[config.mk]
export PLATFORM = sky130hd
export DESIGN_NAME = alu_issue_stage
export DESIGN_NICKNAME = d
export VERILOG_FILES = /design/src/rtl/alu_issue_stage.sv
export SDC_FILE = /design/constraint.sdc
export NUM_CORES = 1
export LEC_CHECK = 0
export CELL_PAD_IN_SITES_DETAIL_PLACEMENT = 1
export CELL_PAD_IN_SITES_GLOBAL_PLACEMENT = 1
export CORE_MARGIN = 8
export CORE_UTILIZATION = 42
export CTS_BUF_LIST = sky130_fd_sc_hd__clkbuf_2 sky130_fd_sc_hd__clkbuf_4 sky130_fd_sc_hd__clkbuf_8
export DETAILED_ROUTE_END_ITERATION = 10
export PLACE_DENSITY = 0.94
export SYNTH_ARGS = -nofsm -noshare
export SYNTH_HDL_FRONTEND = slang
export SYNTH_SLANG_ARGS = --single-unit
[constraint.sdc]
create_clock -name clk -period 8.1 [get_ports clk]
set_input_delay 0.81 -clock clk [delete_from_list [all_inputs] [get_ports clk]]
set_output_delay 0.81 -clock clk [all_outputs]
set_load 0.01 [all_outputs]
[src/rtl/alu_issue_stage.sv]
// Execute-stage issue front end: decodes ALUOp/funct into the ALU op code and buffers ops in a 2-entry skid FIFO.
// Optional statistics counters (issue_cnt, illegal_cnt) are built only when ISSUE_CNT_EN is defined.
module alu_issue_stage #(
    parameter int N     = 32,
    parameter int CNT_W = 32
) (
    input  logic         clk,
    input  logic         rst,
    input  logic         flush,
    input  logic         in_valid,
    output logic         in_ready,
    input  logic [1:0]   in_aluop,
    input  logic [5:0]   in_funct,
    input  logic [N-1:0] in_a,
    input  logic [N-1:0] in_b,
    output logic         out_valid,
    input  logic         out_ready,
    output logic [3:0]   out_op,
    output logic [N-1:0] out_a,
    output logic [N-1:0] out_b,
    output logic         out_illegal
`ifdef ISSUE_CNT_EN
    ,
    output logic [CNT_W-1:0] issue_cnt,
    output logic [CNT_W-1:0] illegal_cnt
`endif
);

    localparam int EW = 5 + 2 * N;

    logic [1:0]    count;
    logic [EW-1:0] ent0;
    logic [EW-1:0] ent1;
    logic [EW-1:0] in_ent;
    logic          push;
    logic          pop;

    // Returns {op[3:0], illegal}; anything not recognised decodes as op 0000 flagged illegal.
    function automatic logic [4:0] decode(input logic [1:0] aluop, input logic [5:0] funct);
        logic [4:0] r;
        r = {4'b0000, 1'b1};
        case (aluop)
            2'b00: r = {4'b0010, 1'b0};
            2'b01: r = {4'b0110, 1'b0};
            2'b10: begin
                case (funct)
                    6'b100000: r = {4'b0010, 1'b0};
                    6'b100010: r = {4'b0110, 1'b0};
                    6'b100100: r = {4'b0000, 1'b0};
                    6'b100101: r = {4'b0001, 1'b0};
                    6'b100111: r = {4'b1100, 1'b0};
                    6'b101010: r = {4'b0111, 1'b0};
                    default:   r = {4'b0000, 1'b1};
                endcase
            end
            default: r = {4'b0000, 1'b1};
        endcase
        return r;
    endfunction

    assign in_ent    = {decode(in_aluop, in_funct), in_a, in_b};
    assign in_ready  = (count != 2'd2);
    assign out_valid = (count != 2'd0);
    assign push      = in_valid & in_ready;
    assign pop       = out_valid & out_ready;
    assign {out_op, out_illegal, out_a, out_b} = ent0;

    // ent0 is always the head; it is only overwritten when a new head arrives, so out_* hold while empty.
    always_ff @(posedge clk or posedge rst) begin
        if (rst) begin
            count <= 2'd0;
            ent0  <= '0;
            ent1  <= '0;
        end else if (flush) begin
            count <= 2'd0;
        end else begin
            case ({push, pop})
                2'b10: begin
                    if (count == 2'd0) ent0 <= in_ent;
                    else               ent1 <= in_ent;
                    count <= count + 2'd1;
                end
                2'b01: begin
                    if (count == 2'd2) ent0 <= ent1;
                    count <= count - 2'd1;
                end
                2'b11: begin
                    ent0 <= in_ent;
                end
                default: ;
            endcase
        end
    end

`ifdef ISSUE_CNT_EN
    function automatic logic [CNT_W-1:0] sat_inc(input logic [CNT_W-1:0] c);
        return (&c) ? c : c + 1'b1;
    endfunction

    // Counters see only pops that actually complete; a flush cancels that cycle's pop.
    always_ff @(posedge clk or posedge rst) begin
        if (rst) begin
            issue_cnt   <= '0;
            illegal_cnt <= '0;
        end else if (pop && !flush) begin
            issue_cnt <= sat_inc(issue_cnt);
            if (out_illegal) illegal_cnt <= sat_inc(illegal_cnt);
        end
    end
`endif

endmodule

# Word-level counts from Yosys, hierarchy flattened
# Index checks and enable logic that the tools add are counted.
# classes
add_sub_neg	2
n_mul	0
div	0
magnitude_cmp	0
eq_ne	15
n_shift	0
mux	7
bitwise_logic	4
reduce_logical	7
# ops
operator	count
$pmux 69 s3	1
$mux 69	2
$eq 6x6->1 const B	6
$pmux 5 s6	1
$pmux 5 s3	1
$eq 2x2->1 const B	4
$ne 2x2->1 const B	3
$reduce_bool 3->1	2
$eq 2x1->1 const B	2
$logic_not 2->1	2
$pmux 2 s2	1
$reduce_and 4->1	1
$reduce_and 3->1	1
$add 2x1->2 const B	1
$and 1x1->1	2
$mux 2	1
$not 1->1	2
$reduce_bool 2->1	1
$sub 2x1->2 const B	1
# totals
register_bits	140
latch_bits	0
mem_bits_rw	0
romBits	0
input_bits	77
output_inout_bits	71
elab_cells	38
n_memories	0

# Longest topological paths before layout
# depth
depth_word	5
depth_mapped	8
depth_no_buf	4

# Worst setup path after synthesis
# Ideal clock, no wire load.
# synth_path
kind	input port to flip-flop
startpoint	input port out_ready
endpoint	register ent0[10]
setup_ps	83
arrival_time_ps	1870
t_required_ps	8017
path_slack_ps	6147
path_stages	8
n_path_buf	4
path_cell_list	buf_6 > mux2_4 > a32oi_2 > buf_6 > buf_6 > buf_6 > nand2_1 > o21ai_0
# synth_between
elab_chain_cells	4
elab_cells_between_ends	9
classes_between	5 x eq/ne; 1 x mux; 1 x bitwise; 2 x reduce/logical
# synth_rtl
element	line	text
start, declared	17	input logic out_ready,
$and 1x1->1 (*)	65	assign pop = out_valid & out_ready;
$eq 2x1->1 or $eq 2x2->1 (tied branches)	77	case ({push, pop})
$ne 2x2->1 (no source line) or $reduce_bool 3->1 (tied branches)	n/a	
$reduce_and 4->1 (no source line)	n/a	
end signal, assigned	79	if (count == 2'd0) ent0 <= in_ent;
end signal, assigned	84	if (count == 2'd2) ent0 <= ent1;
end signal, assigned	88	ent0 <= in_ent;
end, declared	32	logic [EW-1:0] ent0;
# Every way passes the cells marked *; elsewhere a longest branch is shown, timed or not.
# A chain may end at the register's enable or synchronous reset.

# Worst setup path in the final report
# layout_path
startpoint	input port out_ready
endpoint	register ent0[33]
# The elaborated chain is that of the path after synthesis.

==> results.tsv <==
metric	value	unit
reg2reg end	ent0[33]	
Die Wd	136	µm
final setup margin	4950	ps
Antenna diodes	0	
fraction of synthesized cell area in xor and xnor cells	0	%
1st-iter DRT viols	189	
height of the die	136	µm
VDD IR max	0.000118	V
most frequent cells in the layout	nand2_1 (269), clkdlybuf4s50_1 (147), dfrtp_1 (140)	
fmax	317	MHz
Leak	3.92	nW
DRT Wirelength	17.7	mm
largest fanout on the critical path	88	
Via Count	5026	
Setup crit end kind	flop	
worst slew pin tran	991	ps
initial antenna violation count	0	
pre-CTS worst setup slack	4510	ps
kind of critical path	input port to flop	
largest net degree at the start of global routing	89	
post-DP HPWL	12.3	mm
Final Cell Area	8010	µm²
Max-Cap Viols	0	
average cell area after synthesis	9.60	µm²
Via-to-Cell Ratio	5.24	
first-pass GRT wire length	29.1	mm
vias in the first global route	5630	
Hold WC Path Type	flop to flop	
Min Hold Slack	470	ps
Compound-Gate Fraction of Synth Area	7.59	%
DRT Pass-1 Iters	4	
Core Area	14300	µm²
Final Skew	6.22	ps
CTS tree	built	
DRT antenna net count	0	
Synthesis Warnings	0	
post-layout minimum cycle time	3150	ps
unrepaired setup endpoints after global routing	no	
Clock power frac	29.1	%
gr usage total	20.0	%
cts bufs inserted	17	
Setup crit start	out_ready	
Hold Vio Cnt, Final	0	
Metal-1 WL	7.16	mm
CP arrival	3410	ps
Seq pwr share	47.7	%
internal power	1.40	mW
Setup TNS	0	ps
Ports	148	
R2R Path Start	count[1]	
PwrDens	246	nW/µm²
Hold-fix buffers, CTS	0	
fin nets	842	
PortBufs	147	
Worst slew margin	34.0	%
crit path to	ent0[33]	
syn nets	709	
most common cell after layout, fill and taps aside	nand2_1	
status	complete, no violations	
Die ar.	18500	µm²
post-synthesis mux area share	11.0	%
Placement Rows	44	
post-CTS setup buffer count	0	
CTS H-tree depth	4	
Startpoint Class	input port	
Post-Synth Adder-Cell Area	0	%
Post-Synthesis Cells	632	
wire per inst	18.4	µm
setup slack, reg-to-reg	5560	ps
Worst-path clk slew	70	ps
CTS max path bufs	2	
Area Overhead vs Synth	32.1	%
layout cells sized above 1	5.67	%
Netlist cell types	36	
met3 routed WL	903	µm
DR DRC count	0	
Netlist Area Pre-Place	6060	µm²
Met2 Wirelength	9.29	mm
gpl congestion	0.751	
Tcrit/Tclk final	38.9	%
largest family of logic cells by synthesized area	simple AND/OR/NAND/NOR gates	
DP Area	7610	µm²
CTS Sinks	140	
fin. max-slew vios	0	
DR top layer	met4	
Post-Synth Simple-Gate Area	19.6	%
starting density of the core	42.4	%
Skew-Pair Late Insertion Delay	430	ps
remaining global-route overflow	0	
FF+latch count, synth	140	
CTS root buffer	clkbuf_8	
Seq/Total Area, Yosys	57.8	%
Sw Pwr	569	µW
Post-CTS Resized	0	
switch share	28.9	%
Setup violations, final	0	
Worst R2R Path Depth	5	
logic gate share of total power	23.2	%
WP data required	8360	ps
metal layers:
metal,vias up,global-route usage [%]
met5,-,0
met4,0,7.26
met3,30,5.21
met2,126,35.5
met1,2544,22.6
li1,2326,-
through the flow:
stage	util (%)	std cells	total power, mW
after floorplan	-	632	1.15
after global placement	53.2	930	1.37
after detailed placement	53.2	930	1.42
after CTS	56.0	960	2.00
after global routing	56.0	960	2.08
final	56.0	960	1.97
cells in the mapped netlist:
cell / count / area, µm²
o21ai_1: 8 / 40.0
nor2_1: 7 / 26.3
a21o_1: 1 / 7.51
inv_1: 6 / 22.5
mux2_4: 1 / 15.0
nand2_1: 269 / 1010
clkbuf_1: 9 / 33.8
clkbuf_2: 4 / 20.0
and3b_1: 1 / 8.76
nand3_1: 4 / 20.0
buf_4: 3 / 22.5
a21oi_1: 4 / 20.0
nor2b_1: 2 / 12.5
o31ai_1: 2 / 15.0
or2_1: 1 / 6.26
a32oi_2: 1 / 16.3
and3_1: 3 / 18.8
mux2i_1: 65 / 651
o2111ai_1: 1 / 8.76
buf_6: 5 / 56.3
a31oi_1: 3 / 18.8
o21ai_0: 59 / 295
nand3_2: 1 / 10.0
nor4b_1: 1 / 8.76
a2bb2oi_2: 1 / 15.0
and2_1: 1 / 6.26
buf_2: 18 / 90.1
nand2b_1: 2 / 12.5
o211ai_1: 1 / 7.51
nor3b_1: 1 / 7.51
a32oi_1: 1 / 8.76
nor3_2: 1 / 10.0
dfrtp_1: 140 / 3500
nor4bb_1: 2 / 20.0
or3_1: 2 / 12.5
a22oi_1: 1 / 7.51
how the worst min path moves through the flow:
stage	slack (ps)	startpoint	endpoint	cells after the start
floorplan	440	ent1[64]	ent1[64]	2
global placement	450	ent1[64]	ent1[64]	2
detailed placement	460	ent1[64]	ent1[64]	2
CTS	470	ent1[64]	ent1[64]	2
global route	500	ent1[11]	ent1[11]	2
finish	470	ent1[64]	ent1[64]	2
critical path, stage by stage:
cell and delay, ps:
clkdlybuf4s50_1 610, mux2_4 380, a32oi_4 150, buf_4 440
buf_4 700, o21ai_0 250
area by class of cell:
type	instances	area (µm²)
Clock inverter	9	120
Tap cell	184	230
Fill cell	1622	6300
Timing Repair Buffer	153	1520
Multi-Input combinational cell	447	2340
Clock buffer	21	277
Inverter	6	27.5
Sequential cell	140	3500
logic make-up after synthesis:
logic type	after synthesis
muxes	66
buffers and inverters	45
and+or+nand+nor	298
DFF	140
AOI/OAI and AO/OA	83
power by group through the flow:
stage / Combinational [mW] / Sequential, mW / Clock (mW)
after global routing: 0.507 / 0.960 / 0.615
after global placement: 0.431 / 0.941 / 0
after floorplan: 0.187 / 0.960 / 0
final: 0.457 / 0.941 / 0.574
after detailed placement: 0.462 / 0.953 / 0
after CTS: 0.467 / 0.942 / 0.588
sequential cells by signal, summed over array words and instances (netlist names):
register and count:
ent1 69, count 2, ent0 69
(Power assumes the default switching activity.)
